[src/rtl/apb_pkg.sv]
// Shared types and default constants for the APB requester bridge.
package apb_pkg;

  typedef enum logic [1:0] {
    ST_IDLE,
    ST_SETUP,
    ST_ACCESS,
    ST_RESP
  } apb_state_e;

  // Why a transfer ended in error; kept as a named signal for debug visibility.
  typedef enum logic [1:0] {
    ERR_NONE,
    ERR_SLVERR,
    ERR_DECERR,
    ERR_TIMEOUT
  } err_cause_e;

  localparam logic [31:0]  DEF_BASE_ADDR  = 32'h1000_0000;
  localparam int unsigned  DEF_SLOT_SHIFT = 10;

  // Width of a slot index; a single-slot bridge still needs one bit.
  function automatic int unsigned idx_width(input int unsigned n);
    return (n > 1) ? $clog2(n) : 1;
  endfunction

endpackage

[src/rtl/apb_slot_decoder.sv]
// Base-relative slot decode: fixed-size slots starting at BASE_ADDR.
module apb_slot_decoder
  import apb_pkg::*;
#(
  parameter int unsigned             NUM_SLV    = 16,
  parameter int unsigned             ADDR_W     = 32,
  parameter logic [ADDR_W-1:0]       BASE_ADDR  = ADDR_W'(DEF_BASE_ADDR),
  parameter int unsigned             SLOT_SHIFT = DEF_SLOT_SHIFT,
  localparam int unsigned            IDX_W      = idx_width(NUM_SLV)
) (
  input  logic [ADDR_W-1:0] addr,
  output logic [IDX_W-1:0]  idx,
  output logic              hit
);

  logic [ADDR_W-1:0] off;
  logic [ADDR_W-1:0] slot;

  // Offset from the base, full slot number, then range check against the slot count.
  always_comb begin
    off  = addr - BASE_ADDR;
    slot = off >> SLOT_SHIFT;
    hit  = (addr >= BASE_ADDR) && (slot < ADDR_W'(NUM_SLV));
    idx  = IDX_W'(slot);
  end

endmodule

[src/rtl/apb_master_param.sv]
// APB4 requester bridge from the single-request internal bus to NUM_SLV slots.
module apb_master_param
  import apb_pkg::*;
#(
  parameter int unsigned       NUM_SLV    = 16,
  parameter int unsigned       ADDR_W     = 32,
  parameter int unsigned       DATA_W     = 32,
  parameter logic [ADDR_W-1:0] BASE_ADDR  = ADDR_W'(DEF_BASE_ADDR),
  parameter int unsigned       SLOT_SHIFT = DEF_SLOT_SHIFT,
  parameter int unsigned       TIMEOUT    = 255
) (
  input  logic                      PCLK,
  input  logic                      PRESET,
  output logic [ADDR_W-1:0]         PADDR,
  output logic [DATA_W-1:0]         PWDATA,
  output logic [DATA_W/8-1:0]       PSTRB,
  output logic                      PWRITE,
  output logic                      PENABLE,
  output logic [NUM_SLV-1:0]        PSEL,
  input  logic [NUM_SLV*DATA_W-1:0] PRDATA,
  input  logic [NUM_SLV-1:0]        PREADY,
  input  logic [NUM_SLV-1:0]        PSLVERR,
  input  logic                      transfer,
  input  logic                      write,
  input  logic [ADDR_W-1:0]         addr,
  input  logic [DATA_W-1:0]         wdata,
  input  logic [DATA_W/8-1:0]       strb,
  output logic                      ready,
  output logic [DATA_W-1:0]         rdata,
  output logic                      err,
  output logic                      busy
);

  localparam int unsigned IDX_W = idx_width(NUM_SLV);
  localparam int unsigned CNT_W = (TIMEOUT > 1) ? $clog2(TIMEOUT) : 1;

  apb_state_e        state_q, state_d;
  err_cause_e        cause_d;
  logic [IDX_W-1:0]  dec_idx, idx_q, idx_d;
  logic              dec_hit, hit_q, hit_d;
  logic [CNT_W-1:0]  cnt_q, cnt_d;
  logic              accept;
  logic [DATA_W-1:0] rdata_d;
  logic [DATA_W-1:0] prdata_sel;
  logic              pready_sel;
  logic              pslverr_sel;

  apb_slot_decoder #(
    .NUM_SLV    (NUM_SLV),
    .ADDR_W     (ADDR_W),
    .BASE_ADDR  (BASE_ADDR),
    .SLOT_SHIFT (SLOT_SHIFT)
  ) u_dec (
    .addr (addr),
    .idx  (dec_idx),
    .hit  (dec_hit)
  );

  // Response mux for the slot latched at acceptance.
  always_comb begin
    prdata_sel  = PRDATA[int'(idx_q) * int'(DATA_W) +: DATA_W];
    pready_sel  = PREADY[idx_q];
    pslverr_sel = PSLVERR[idx_q];
  end

  // Next-state, completion status and wait-state counter.
  always_comb begin
    state_d = state_q;
    cause_d = ERR_NONE;
    rdata_d = '0;
    cnt_d   = cnt_q;
    accept  = 1'b0;
    unique case (state_q)
      ST_IDLE: begin
        if (transfer) begin
          accept = 1'b1;
          if (dec_hit) begin
            state_d = ST_SETUP;
          end else begin
            state_d = ST_RESP;
            cause_d = ERR_DECERR;
          end
        end
      end
      ST_SETUP: begin
        state_d = ST_ACCESS;
        cnt_d   = '0;
      end
      ST_ACCESS: begin
        cnt_d = cnt_q + CNT_W'(1);
        // PREADY takes priority over a timeout landing in the same cycle.
        if (pready_sel) begin
          state_d = ST_RESP;
          cause_d = pslverr_sel ? ERR_SLVERR : ERR_NONE;
          rdata_d = PWRITE ? '0 : prdata_sel;
        end else if ((TIMEOUT != 0) && (cnt_q == CNT_W'(TIMEOUT - 1))) begin
          state_d = ST_RESP;
          cause_d = ERR_TIMEOUT;
        end
      end
      ST_RESP: begin
        state_d = ST_IDLE;
        cnt_d   = '0;
      end
      default: state_d = ST_IDLE;
    endcase
  end

  // Slot chosen for the APB cycle that is starting or continuing.
  always_comb begin
    idx_d = accept ? dec_idx : idx_q;
    hit_d = accept ? dec_hit : hit_q;
  end

  // State register and wait-state counter.
  always_ff @(posedge PCLK or posedge PRESET) begin
    if (PRESET) begin
      state_q <= ST_IDLE;
      cnt_q   <= '0;
    end else begin
      state_q <= state_d;
      cnt_q   <= cnt_d;
    end
  end

  // Request latches; APB address/data phase signals hold until the next acceptance.
  always_ff @(posedge PCLK or posedge PRESET) begin
    if (PRESET) begin
      PADDR  <= '0;
      PWDATA <= '0;
      PWRITE <= 1'b0;
      PSTRB  <= '0;
      idx_q  <= '0;
      hit_q  <= 1'b0;
    end else if (accept) begin
      PADDR  <= addr;
      PWDATA <= wdata;
      PWRITE <= write;
      PSTRB  <= write ? strb : '0;
      idx_q  <= dec_idx;
      hit_q  <= dec_hit;
    end
  end

  // Registered APB control and completion outputs, driven from the next state.
  always_ff @(posedge PCLK or posedge PRESET) begin
    if (PRESET) begin
      PSEL    <= '0;
      PENABLE <= 1'b0;
      ready   <= 1'b0;
      err     <= 1'b0;
      rdata   <= '0;
      busy    <= 1'b0;
    end else begin
      PSEL    <= (hit_d && ((state_d == ST_SETUP) || (state_d == ST_ACCESS)))
                 ? (NUM_SLV'(1) << idx_d) : '0;
      PENABLE <= (state_d == ST_ACCESS);
      ready   <= (state_d == ST_RESP);
      err     <= (state_d == ST_RESP) && (cause_d != ERR_NONE);
      busy    <= (state_d != ST_IDLE);
      if (state_d == ST_RESP) begin
        rdata <= rdata_d;
      end
    end
  end

endmodule

[config.mk]
export PLATFORM = sky130hd
export DESIGN_NAME = apb_master_param
export DESIGN_NICKNAME = d
export VERILOG_FILES = /design/src/rtl/apb_pkg.sv /design/src/rtl/apb_slot_decoder.sv /design/src/rtl/apb_master_param.sv
export SDC_FILE = /design/constraint.sdc
export NUM_CORES = 1
export LEC_CHECK = 0
export ABC_AREA = 1
export CAP_MARGIN = 20
export CORE_AREA = 4 4 287 289
export CTS_CLUSTER_SIZE = 14
export DETAILED_ROUTE_END_ITERATION = 6
export DIE_AREA = 0 0 291 293
export GPL_ROUTABILITY_DRIVEN = 1
export SLEW_MARGIN = 20
export SYNTH_ARGS = -nofsm -noshare
export SYNTH_HDL_FRONTEND = slang
export SYNTH_SLANG_ARGS = --single-unit
[constraint.sdc]
create_clock -name PCLK -period 12.8 [get_ports PCLK]
set_clock_uncertainty 0.1 [all_clocks]
set_input_delay 1.28 -clock PCLK [delete_from_list [all_inputs] [get_ports PCLK]]
set_output_delay 1.28 -clock PCLK [all_outputs]
set_load 0.01 [all_outputs]
=== Word-level counts from Yosys, hierarchy flattened ===
Index checks and enable logic that the tools add are counted.

* Register bits after elaboration: 136
* Input bits: 616
* Output and inout port bits: 121
* Word-level logic and storage cells: 62

* Add/subtract/negate cells: 2
* $lt $le $gt $ge: 3
* Equal/unequal tests: 7
* Shifts and indexed selects: 2
* Mux-type cells: 25
* Reduce and logical (&&, ||, !) cells: 9

{| class="wikitable"
|+ Operators with widths
! kind !! number
|-
| $shiftx A512 B10 Y32 || 1
|-
| $mux W32 || 3
|-
| $ge A32 B29 Y1 const B || 1
|-
| $sub A32 B29 Y32 const B || 1
|-
| $lt A22 B5 Y1 const B || 1
|-
| $mux W16 || 1
|-
| $mux W2 || 8
|-
| $pmux W8 S2 || 1
|-
| $shl A1 B4 Y16 const A || 1
|-
| $add A8 B1 Y8 const B || 1
|-
| $bmux W1 S4 || 2
|-
| $eq A2 B2 Y1 const B || 4
|-
| $eq A8 B8 Y1 const B || 1
|-
| $mux W4 || 2
|-
| $pmux W2 S4 || 1
|-
| $mux W1 || 6
|-
| $reduce_bool A2 Y1 || 3
|-
| $lt A4 B5 Y1 const B || 1
|-
| $eq A2 B1 Y1 const B || 2
|-
| $pmux W2 S2 || 1
|-
| $logic_and A1 B1 Y1 || 3
|-
| $logic_not A2 Y1 || 1
|-
| $reduce_or A2 Y1 || 1
|-
| $logic_or A1 B1 Y1 || 1
|}

=== Logic depth before layout (Yosys ltp) ===
Gate-level depths: netlist (run 1).

* Depth in word-level cells: 10
* Depth in mapped cells: 16
* Mapped depth without buffers: 14

=== Modules after synthesis ===
A second synthesis (run 1) with hierarchy kept.

* Cell total of the unflattened synthesis: 1582
* Area, all modules: 10213.5 µm²

{| class="wikitable"
|+ Modules (own cells, without submodules)
! module !! instances !! cells an instance !! area an instance (µm²) !! seq. area each (µm²)
|-
| apb_master_param || 1 || 1561 || 10110.9 || 3403.3
|-
| apb_slot_decoder || 1 || 21 || 102.6 || 0.0
|}

=== Least setup slack after synthesis (run 1) ===
No wires, ideal clock.

* Path type: input-to-reg
* Start: input port PREADY[13]
* End: register PSEL[0]
* Setup time: 0.079 ns
* Arrival: 2.714 ns
* Required time: 12.621 ns
* Slack: 9.906 ns
* Cell stages on the path: 13
* Buffers on the path: 0
* Cell sequence: nand2_1 > nand3_1 > nand3_1 > nand3_1 > nand2_1 > nand3_1 > nand2_1 > o21bai_1 > inv_1 > ha_1 > inv_1 > o2111ai_1 > nor2_1

* Longest elaborated chain between the ends: 8
* Elaborated cells between the ends (all ways): 9
* Those cells by class: eq/ne: 2; mux: 5; reduce/logical: 2

{| class="wikitable"
|+ RTL lines
! what !! line !! RTL
|-
| from (decl) || apb_master_param.sv:21 || <nowiki>input logic [NUM_SLV-1:0] PREADY,</nowiki>
|-
| $bmux W1 S4 * || apb_master_param.sv:62 || <nowiki>pready_sel = PREADY[idx_q];</nowiki>
|-
| $mux W1 (implied by the code) * || apb_master_param.sv:62 ||
|-
| $mux W2 * || apb_master_param.sv:92 || <nowiki>if (pready_sel) begin</nowiki>
|-
| $pmux W2 S4 * || apb_master_param.sv:73 || <nowiki>unique case (state_q)</nowiki>
|-
| named net state_d[0] || apb_master_param.sv:37 || <nowiki>apb_state_e state_q, state_d;</nowiki>
|-
| $eq A2 B1 Y1 or $eq A2 B2 Y1 (tied branches) || apb_master_param.sv:155 || <nowiki>PSEL <= (hit_d && ((state_d == ST_SETUP) || (state_d == ST_ACCESS)))</nowiki>
|-
| $logic_or A1 B1 Y1 * || apb_master_param.sv:155 ||
|-
| $logic_and A1 B1 Y1 * || apb_master_param.sv:155 ||
|-
| $mux W16 * || apb_master_param.sv:156 || <nowiki>? (NUM_SLV'(1) << idx_d) : '0;</nowiki>
|-
| to (signal assigned) || apb_master_param.sv:155 ||
|-
| to (decl) || apb_master_param.sv:19 || <nowiki>output logic [NUM_SLV-1:0] PSEL,</nowiki>
|}

The timed path passes the listed nets; every way through them passes the cells marked *. The select of a mux whose other input is x is not followed.
A chain may end at the register's enable or synchronous reset.

=== Final worst setup path (run 1) ===
* Start: register idx_q[0]
* End: register rdata[13]

* Longest elaborated chain between the ends: 5
* Elaborated cells between the ends (all ways): 9
* Those cells by class: eq/ne: 1; shift: 1; mux: 7

{| class="wikitable"
|+ RTL lines
! what !! line !! RTL
|-
| from (decl) || apb_master_param.sv:39 || <nowiki>logic [IDX_W-1:0] dec_idx, idx_q, idx_d;</nowiki>
|-
| from (signal assigned) || apb_master_param.sv:140 || <nowiki>idx_q <= dec_idx;</nowiki>
|-
| $bmux W1 S4 || apb_master_param.sv:62 ||
|-
| $mux W1 (implied by the code) || apb_master_param.sv:62 ||
|-
| $mux W2 || apb_master_param.sv:92 ||
|-
| $pmux W2 S4 || apb_master_param.sv:73 ||
|-
| named net state_d[0] || apb_master_param.sv:37 ||
|-
| $eq A2 B2 Y1 || apb_master_param.sv:161 || <nowiki>if (state_d == ST_RESP) begin</nowiki>
|-
| to (signal assigned) || apb_master_param.sv:162 || <nowiki>rdata <= rdata_d;</nowiki>
|-
| to (decl) || apb_master_param.sv:29 || <nowiki>output logic [DATA_W-1:0] rdata,</nowiki>
|}

The timed path passes the listed nets, and every way through them passes these cells. The select of a mux whose other input is x is not followed.

==> key figures, run 1 <==
Power and ir drop
  • LEAKAGE: 7.60 nW
  • Switching power: 0.00199 W
  • Combinational share of power: 67.3%
  • Pwr per Cell Area: 198 nW/um^2
  • Total power: 0.00378 W
  • Clk pwr share: 14.0%
  • VDD IR-drop max: 0.0970 mV
  • Sequential Power Share: 18.7%
  • Internal power: 0.00179 W
  • Switching part of the total: 52.6%

Worst setup path
  • Worst r2r dst: rdata[13]
  • Critical-path top delay cell: dfrtp_4
  • CP most frequent cell: nand3_1
  • Startpoint types: flip-flop
  • R2R cell count: 12
  • Worst-path cell chain: inv_8 > nand2_1 > nand3_1 > nand3_1 > nand3_1 > nand2_1 > nand3_1 > nand2_1 > o21bai_1 > ha_1 > nand4_4 > o21ai_1
  • CP Class: reg -> reg
  • Worst setup EP type: flip-flop
  • R2R Setup Slk: 8.82 ns
  • Max incr delay on CP: 0.73 ns
  • CP required: 13.07 ns
  • R2r startpoint: idx_q[0]
  • Critical Path AT: 4.25 ns
  • Crit path max fanout: 95

Clock tree
  • CTS Buf Count: 17
  • Clock transition at path regs: 0.07 ns
  • CTS Root Cell: clkbuf_16
  • Clock latency on the worst-skew pair: 0.46 ns
  • Post-CTS setup buffers: 0
  • Hold-fix buffer count after cts: 0
  • CTS resizes: 0
  • Clock net sink count: 136
  • CTS tree: built
  • Longest Clk Path Bufs: 2
  • H-tree depth: 4

Logic synthesis
  • Area leader, netlist: dfrtp_1
  • Total number of yosys warnings: 0
  • Synth top cells by count: nand2_1 (372), nor2_1 (337), o21ai_0 (314)
  • Commonest register cell after synthesis: dfrtp_1
  • Top post-synthesis cells by area: dfrtp_1 (34%), o21ai_0 (15%), nand2_1 (14%)
  • Post-synthesis sequential area ratio: 33.5%
  • Mapped Nets: 2241
  • Post-synth EDFFs: 0
  • Synth top area share: 33.5%
  • Gate Count Post-Synth: 1615
  • Average size of a mapped cell: 6.28 sq um
  • Post-Syn Area: 10100 sq um
  • Synth Register Bits: 136
  • Share of flip-flops with an asynchronous set or reset: 100%
  • Most numerous cell in the Yosys netlist: nand2_1
  • Distinct cells, synth: 29

Hold path
  • HP Class: reg -> reg
  • Worst hold path startpoint: PWDATA[19]
  • WHS Path Cells: 2
  • Endpoint, Worst Hold: PWDATA[19]

GRT
  • Grt ovf: 0
  • Initial antenna violation count: 9
  • GRT Util Overall: 15.2%
  • Vias in the first global route: 13800
  • Global-route wire length before repair: 94700 microns
  • Largest net degree at the start of global routing: 115

Timing
  • RSZ-0062 raised after global routing: no
  • Setup TNS: 0 ns
  • Fin crit period: 3.98 ns
  • Worst slew margin: 35.6%
  • Final setup violating endpoints: 0
  • Final worst path period share: 31.1%
  • Fin. max-slew vios: 0
  • Max frequency: 251 MHz
  • Final hold vios: 0
  • Worst Tran Pin Value: 0.956 ns

Final layout
  • # nets final: 2885
  • Filler cell count: 8933
  • Share of post-route cells with drive strength above 1: 2.99%
  • Post-layout util: 23.8%
  • Design area: 19000 sq um
  • Area growth syn-to-layout: 87.7%

Die
  • Die width: 291 microns
  • Chip height: 293 microns
  • I/O Pins: 737
  • Row count: 104
  • Die ar.: 85300 sq um
  • Initial Util: 12.7%
  • Core ar.: 79900 sq um

Drt
  • TritonRoute pass-1 iters: 5
  • Post-Route WL: 67800 microns
  • Routed WL per cell: 20.3 microns
  • Via Count: 13600
  • Post-route DRC: 0
  • Via/cell ratio: 4.08
  • DRT antenna net count: 0
  • Iter 0 DRT Violations: 814

Place
  • DP HPWL: 53500 microns
  • Placed cell areas: 18400 sq um
  • Port bufs: 736
  • Routability cong.: 0.901

Job
  • Maximum Capacitance Violations: 0

Status
  • Status: finished clean
-- sequential cells by signal (all words and copies together), names as in the netlist, 2 cells and up --
name / cells
state_q: 2
PWDATA: 32
rdata: 32
idx_q: 4
PSEL: 16
cnt_q: 8
PSTRB: 4
PADDR: 32
-- worst max-delay path by stage --
stage / start / endpoint / slack [ns]
global route: idx_q[0] / rdata[10] / 8.43
CTS: idx_q[0] / rdata[16] / 8.78
global placement: PREADY[1] / rdata[20] / 8.44
detailed placement: PREADY[1] / rdata[16] / 8.37
floorplan: PRESET / PADDR[0] / 7.78
finish: idx_q[0] / rdata[13] / 8.82
-- placed cells by master, fill, tap and decap left out, drive strengths merged, types with 6 or more instances in the layout --
| master | instances |
|---|---|
| o211ai | 55 |
| nand3 | 47 |
| ha | 10 |
| clkbuf | 19 |
| nor2 | 337 |
| diode | 6 |
| inv | 61 |
| dfrtp | 136 |
| o21ai | 374 |
| clkdlybuf4s50 | 736 |
| a21oi | 6 |
| nor3 | 15 |
| o22ai | 66 |
| nand2 | 372 |
| buf | 20 |
-- worst max-delay path, delay by kind of cell, from the launching register on --
kind            cells  cell delay [ns]
compound gates      2             0.57
fa+ha+maj           1             0.29
buf+inv             1             0.52
flops               1             0.73
simple gates        8             1.55
-- metal layers --
metal / vias up / GRT usage (%) / share of wire (%)
met3: 70 / 4.27 / 6.8
met4: 6 / 4.80 / 2.7
li1: 6709 / - / -
met5: - / 0 / 0.046
met1: 6307 / 18.5 / 42
met2: 523 / 26.0 / 48
-- logic make-up (layout without fill, tap and decap cells) --
family | after synthesis | after routing | share of synthesized area (%)
AO/OA/AOI/OAI | 505 | 505 | 27.3
adder cells (fa/ha/maj) | 10 | 10 | 1.23
buffers and inverters | 185 | 842 | 8.03
flip-flops | 136 | 136 | 33.5
other | 0 | 6 | 0
AND/OR/NAND/NOR | 779 | 779 | 29.9
-- stage by stage --
stage	hold slack, ns	setup WS (ns)	std cells
2_1_floorplan	0.386	7.78	1615
3_3_place_gp	0.362	8.44	3300
3_5_place_dp	0.364	8.37	3300
4_1_cts	0.382	8.78	3332
5_1_grt	0.407	8.43	3334
6_report	0.374	8.82	3338
-- cell type report --
cell class | count | area [sq um] | area share (%)
clock buffers | 19 | 443 | 2.33
clock inverters | 13 | 158 | 0.828
flip-flops and latches | 136 | 3420 | 17.9
diodes | 6 | 15.0 | 0.0788
inverters | 54 | 215 | 1.13
repair buffers | 756 | 7530 | 39.5
well taps | 1060 | 1330 | 6.96
multi-input cells | 1294 | 5940 | 31.2
-- power by group through the flow --
stage | Combinational [W] | Clock [W] | Sequential, W
finish | 0.00254 | 0.000530 | 0.000705
detailed placement | 0.00259 | 0 | 0.000710
floorplan | 0.00132 | 0 | 0.000735
global placement | 0.00259 | 0 | 0.000710
global route | 0.00282 | 0.000569 | 0.000730
CTS | 0.00260 | 0.000554 | 0.000707
(Power assumes the default switching activity.)
==> run 2: changes to the inputs <==
==> constraint.sdc (replaced) <==
create_clock -name PCLK -period 3.9 [get_ports PCLK]
set_clock_uncertainty 0.1 [all_clocks]
set_input_delay 0.39 -clock PCLK [delete_from_list [all_inputs] [get_ports PCLK]]
set_output_delay 0.39 -clock PCLK [all_outputs]
set_load 0.01 [all_outputs]
==> run 2 against run 1 <==
  * Count of clock-buffer cells in the layout down 1
  * Worst hold slack got worse by 0.012 ns
  * Sequential share of layout area hardly changed
  * Sequential power rose to 3.4 times the previous value
  * Non-clock buffer count grew 5
  * Design area increased by 0.18%
  * Clock power rose to 3.2 times the previous value
  * Total power rose to 3.3 times the previous value
  * Die area unchanged
  * Final cell count hardly changed
  * Setup slack got worse by 8.2 ns
  * Critical path type unchanged
  * Largest cell class unchanged
==> key figures, run 2 (same netlist as run 1, synthesis figures left out) <==
Final layout
  • Biggest regs: PADDR (32), PWDATA (32), rdata (32)
  • Commonest non-fill, non-tap cell in the layout: clkdlybuf4s50_1
  • Most frequent cells in the layout: clkdlybuf4s50_1 (736), nand2_1 (371), nor2_1 (337)
  • Post-layout util: 23.9% (+0.044 points)
  • Share of post-route cells with drive strength above 1: 3.25% (+0.26 points)
  • Filler cell count: 8948 (+0.17%)
  • Area growth syn-to-layout: 88.0%
  • # nets final: 2890 (+0.17%)

Timing
  • Worst slew margin: 42.2% (+6.6 points)
  • Setup TNS: 0 ns (unchanged)
  • Fin crit period: 3.27 ns (-0.712 ns)
  • Worst Tran Pin Value: 0.859 ns (-0.0973 ns)
  • Final setup violating endpoints: 0 (unchanged)
  • RSZ-0062 raised after global routing: no
  • Final hold vios: 0 (unchanged)
  • Fin. max-slew vios: 0 (unchanged)
  • Max frequency: 306 MHz (+22%)
  • Final worst path period share: 83.8% (+53 points)

GRT
  • Grt ovf: 0 (unchanged)
  • Global-route wire length before repair: 97200 microns (+2.6%)
  • Initial antenna violation count: 6 (-3)
  • Vias in the first global route: 14000 (+1.5%)
  • GRT Util Overall: 15.6% (+0.38 points)
  • Largest net degree at the start of global routing: 127 (+10%)

Drt
  • TritonRoute pass-1 iters: 5 (unchanged)
  • Post-Route WL: 69600 microns (+2.7%)
  • DRT antenna net count: 0 (unchanged)
  • Via Count: 13800 (+1.4%)
  • Routed WL per cell: 20.9 microns (+2.6%)
  • Post-route DRC: 0 (unchanged)
  • Via/cell ratio: 4.13 (+1.3%)
  • Iter 0 DRT Violations: 790 (-2.9%)

Power and ir drop
  • Internal power: 0.00586 W (+230%)
  • Switching power: 0.00647 W (+230%)
  • Sequential Power Share: 19.4% (+0.7 points)
  • Combinational share of power: 66.8% (-0.5 points)
  • VDD IR-drop max: 0.464 mV (+380%)
  • Clk pwr share: 13.7% (-0.3 points)
  • LEAKAGE: 7.62 nW (+0.24%)
  • Pwr per Cell Area: 646 nW/um^2 (+230%)
  • Switching part of the total: 52.5% (-0.089 points)

Place
  • DP HPWL: 56300 microns (+5.3%)
  • Port bufs: 736 (unchanged)
  • Routability cong.: 0.854 (-5.2%)

Worst setup path
  • CP Class: reg -> reg
  • Startpoint types: flip-flop
  • Critical Path AT: 3.54 ns (-0.71 ns)
  • Crit path max fanout: 37 (-61%)
  • CP required: 4.17 ns (-8.90 ns)
  • Worst setup EP type: flip-flop

Clock tree
  • CTS resizes: 0 (unchanged)
  • CTS tree: built
  • H-tree depth: 4 (unchanged)
  • CTS Buf Count: 17 (unchanged)
  • Clock net sink count: 136 (unchanged)
  • Clock transition at path regs: 0.07 ns (about the same)
  • Post-CTS setup buffers: 0 (unchanged)
  • Clock latency on the worst-skew pair: 0.45 ns (about the same)
  • Hold-fix buffer count after cts: 0 (unchanged)
  • Longest Clk Path Bufs: 2 (unchanged)
  • CTS Root Cell: clkbuf_16

Die
  • Chip height: 293 microns (unchanged)
  • Row count: 104 (unchanged)
  • I/O Pins: 737 (unchanged)
  • Die width: 291 microns (unchanged)
  • Core ar.: 79900 sq um (unchanged)
  • Die ar.: 85300 sq um (unchanged)
  • Initial Util: 12.7% (unchanged)

Status
  • Status: finished clean

Job
  • Maximum Capacitance Violations: 0 (unchanged)

Hold path
  • HP Class: in -> reg
-- run 2: final timing paths --
path | cells past startpoint | endpoint | slack, ns | start
setup reg to reg | 14 | PSEL[7] | 0.63 | idx_q[0]
hold reg to reg | 2 | PADDR[4] | 0.38 | PADDR[4]
max in group asynchronous | 3 | rdata[14] | 2.68 | PRESET
setup / recovery | 14 | PSEL[7] | 0.63 | idx_q[0]
hold / removal | 3 | PWDATA[27] | 0.36 | wdata[27]
min in group asynchronous | 3 | PWDATA[28] | 0.38 | PRESET
-- run 2: final cells by class --
class / instances / area (sq um) / share of cell area (%)
Clock buffer: 18 / 439 / 2.30
Sequential cell: 136 / 3420 / 17.9
Antenna cell: 2 / 5.00 / 0.0262
Timing Repair Buffer: 761 / 7590 / 39.8
Tap cell: 1060 / 1330 / 6.95
Inverter: 54 / 215 / 1.13
Multi-Input combinational cell: 1294 / 5930 / 31.1
Clock inverter: 14 / 153 / 0.800
-- run 2: metal layers --
layer	global-route usage, %	wire [microns]	vias up
met4	4.62	1750	6
met1	19.0	29000	6462
met3	3.54	4320	69
met5	0	34	-
met2	27.4	34500	552
li1	-	-	6711
-- run 2: metrics by stage --
stage	total power, W	cells	hold slack (ns)	setup WS [ns]	area (sq um)
2_1_floorplan	0.00676	1615	0.386	1.60	10200
3_3_place_gp	0.0108	3305	0.360	0.519	18500
3_5_place_dp	0.0108	3305	0.364	0.493	18500
4_1_cts	0.0125	3337	0.319	0.496	19100
5_1_grt	0.0134	3337	0.342	0.244	19100
6_report	0.0123	3339	0.362	0.630	19100
-- run 2: worst max-delay path, cell delays in order (launching register included) --
cell and delay [ns]:
dfrtp_4 0.70, inv_8 0.32, nand2_1 0.11, nand3_1 0.09
nand3_1 0.27, nand3_1 0.15, nand2_1 0.11, nand3_1 0.09
nand2_1 0.05, o21bai_1 0.20, inv_1 0.09, ha_1 0.30
inv_1 0.07, o2111ai_1 0.32, nor2_1 0.20
-- run 2: power groups by stage --
stage / Sequential [W] / Clock (W) / Combinational [W]
after CTS: 0.00242 / 0.00176 / 0.00837
final: 0.00240 / 0.00169 / 0.00824
after floorplan: 0.00241 / 0 / 0.00435
after global routing: 0.00249 / 0.00182 / 0.00908
after global placement: 0.00243 / 0 / 0.00835
after detailed placement: 0.00243 / 0 / 0.00834
==> run 3: changes to the inputs <==
==> constraint.sdc (replaced) <==
create_clock -name PCLK -period 3.1 [get_ports PCLK]
set_clock_uncertainty 0.1 [all_clocks]
set_input_delay 0.31 -clock PCLK [delete_from_list [all_inputs] [get_ports PCLK]]
set_output_delay 0.31 -clock PCLK [all_outputs]
set_load 0.01 [all_outputs]
==> run 3 against run 2 <==
  * Non-clock buffer count is 13 higher
  * Sequential cell count stayed put
  * Design area is 1.1% higher
  * Setup slack worse by 0.42 ns
  * Combinational power is 32% higher
  * First-iteration DRC count is 0.51% lower
  * Sequential power is 19% higher
  * Routed wire length is 1.6% lower
  * Worst hold slack worse by 0.16 ns
  * Critical path depth is 1 higher
  * Register-to-register slack worse by 0.42 ns
  * Highest routed layer unchanged
==> key figures, run 3 (same netlist as run 1, synthesis figures left out) <==
Clock tree
  • Longest Clk Path Bufs: 2 (unchanged)
  • H-tree depth: 4 (unchanged)
  • CTS tree: built
  • Clock net sink count: 136 (unchanged)
  • Clock latency on the worst-skew pair: 0.47 ns (+0.02 ns)
  • CTS Buf Count: 17 (unchanged)
  • Clock transition at path regs: 0.07 ns (about the same)
  • CTS Root Cell: clkbuf_16
  • Hold-fix buffer count after cts: 0 (unchanged)

Drt
  • Via/cell ratio: 4.07 (-1.4%)
  • Iter 0 DRT Violations: 786 (-0.51%)
  • Post-route DRC: 0 (unchanged)
  • Via Count: 13700 (-1.1%)
  • Routed WL per cell: 20.4 microns (-2.0%)
  • DRT antenna net count: 0 (unchanged)
  • TritonRoute pass-1 iters: 5 (unchanged)
  • Post-Route WL: 68500 microns (-1.6%)

Timing
  • Worst slew margin: 38.8% (-3.4 points)
  • Post-route worst setup slack: 0.214 ns (-0.416 ns)
  • Fin crit period: 2.89 ns (-0.384 ns)
  • Max frequency: 347 MHz (+13%)
  • Final hold vios: 0 (unchanged)
  • Final worst path period share: 93.1% (+9.2 points)
  • Final setup violating endpoints: 0 (unchanged)
  • Worst Tran Pin Value: 0.919 ns (+0.0600 ns)
  • WHS: 0.201 ns (-0.161 ns)
  • Setup TNS: 0 ns (unchanged)
  • Fin. max-slew vios: 0 (unchanged)

Worst setup path
  • Worst setup EP type: flip-flop
  • CP Class: reg -> reg
  • Critical-path top delay cell: dfrtp_4
  • Startpoint types: flip-flop
  • CP most frequent cell: nand3_1
  • Critical Path AT: 3.15 ns (-0.39 ns)
  • Crit path max fanout: 15 (-59%)
  • Worst-path cell chain: inv_2 > nand3_1 > nand3_2 > buf_4 > nand3_1 > nand2_1 > nand3_1 > nand2_1 > o21bai_2 > inv_1 > ha_1 > inv_1 > o211ai_1 > buf_4 > nor3_1
  • CP required: 3.37 ns (-0.80 ns)
  • Max incr delay on CP: 0.55 ns (-0.15 ns)

Place
  • Placed cells: 3316 (+0.33%)
  • Routability cong.: 0.866 (+1.4%)
  • DP HPWL: 55200 microns (-2.0%)
  • Port bufs: 736 (unchanged)
  • Dpl ws: -0.0777 ns (-0.571 ns)

GRT
  • Initial antenna violation count: 9 (+3)
  • Grt ovf: 0 (unchanged)
  • GRT Util Overall: 15.2% (-0.37 points)
  • Vias in the first global route: 13800 (-0.87%)
  • Largest net degree at the start of global routing: 151 (+19%)
  • Global-route wire length before repair: 95000 microns (-2.3%)

Final layout
  • Biggest regs: PADDR (32), PWDATA (32), rdata (32)
  • Share of post-route cells with drive strength above 1: 3.93% (+0.68 points)
  • Filler cell count: 8955 (+0.078%)
  • Area growth syn-to-layout: 90.1%
  • Final Non-Filler Cells: 3352 (+0.39%)
  • Most frequent cells in the layout: clkdlybuf4s50_1 (736), nand2_1 (371), nor2_1 (337)
  • Commonest non-fill, non-tap cell in the layout: clkdlybuf4s50_1
  • # nets final: 2903 (+0.45%)

Power and ir drop
  • Pwr per Cell Area: 816 nW/um^2 (+26%)
  • LEAKAGE: 7.72 nW (+1.4%)
  • VDD IR-drop max: 0.637 mV (+37%)

Die
  • Initial Util: 12.7% (unchanged)
  • Row count: 104 (unchanged)
  • Die ar.: 85300 sq um (unchanged)
  • I/O Pins: 737 (unchanged)
  • Die width: 291 microns (unchanged)
  • Chip height: 293 microns (unchanged)
  • Core ar.: 79900 sq um (unchanged)

Status
  • Status: finished clean

Job
  • Maximum Capacitance Violations: 0 (unchanged)

Hold path
  • HP Class: in -> async
run 3: cell count changes in the layout (fill, tap and decap cells not counted), moves of 2 or more:
cell | before | now
buf_12 | 3 | 13
buf_4 | 22 | 25
clkinv_2 | 1 | 3
clkinv_4 | 0 | 2
inv_6 | 5 | 3
run 3: power by group:
| group | switching [W] | total, W | internal (W) |
|---|---|---|---|
| registers | 0.000414 | 0.00285 | 0.00244 |
| clock network | 0.000964 | 0.00202 | 0.00105 |
| logic | 0.00680 | 0.0109 | 0.00408 |
| total | 0.00818 | 0.0157 | 0.00757 |
run 3: per-layer routing:
metal,part of all wire (%),GRT usage (%),vias to the layer above
met5,0.11,0,-
met1,42,18.0,6278
met4,3.3,5.66,12
li1,-,-,6730
met3,6.9,4.39,90
met2,48,26.1,544
run 3: what timing repair did:
item | CTS | global route
gates resized for setup | 0 | 3
hold endpoints to repair | 0 | 0
setup buffers | 1 | 1
setup endpoints to repair | 16 | 16
cloned | 0 | 0
run 3: per-stage QoR:
stage / total power (W) / util (%) / instance area (sq um)
CTS: 0.0160 / 24.1 / 19300
detailed placement: 0.0139 / 23.4 / 18700
finish: 0.0157 / 24.1 / 19300
floorplan: 0.00850 / - / 10200
global placement: 0.0138 / 23.4 / 18700
global route: 0.0171 / 24.1 / 19300
run 3: final cells by class:
cell class,instances,area [sq um],area share (%)
inverters,54,215,1.12
diodes,2,5.00,0.0259
flip-flops and latches,136,3420,17.7
clock buffers,17,425,2.21
clock inverters,15,138,0.714
well taps,1060,1330,6.88
multi-input cells,1294,5950,30.8
repair buffers,774,7820,40.5
run 3: final timing paths:
path,startpoint,end,slack [ns],cells after the start
setup / recovery,idx_q[1],PSEL[14],0.21,15
setup reg to reg,idx_q[1],PSEL[14],0.21,15
hold reg to reg,PWDATA[5],PWDATA[5],0.38,2
hold / removal,PRESET,PWDATA[24],0.20,3
min in group PCLK,wdata[30],PWDATA[30],0.27,3
max in group asynchronous,PRESET,rdata[14],2.20,3
run 3: worst max-delay path, delay by kind of cell, from the launching register on:
family	cells	cell delay [ns]
compound gates	2	0.17
fa+ha+maj	1	0.24
flops	1	0.55
buf+inv	5	0.87
simple gates	7	0.84
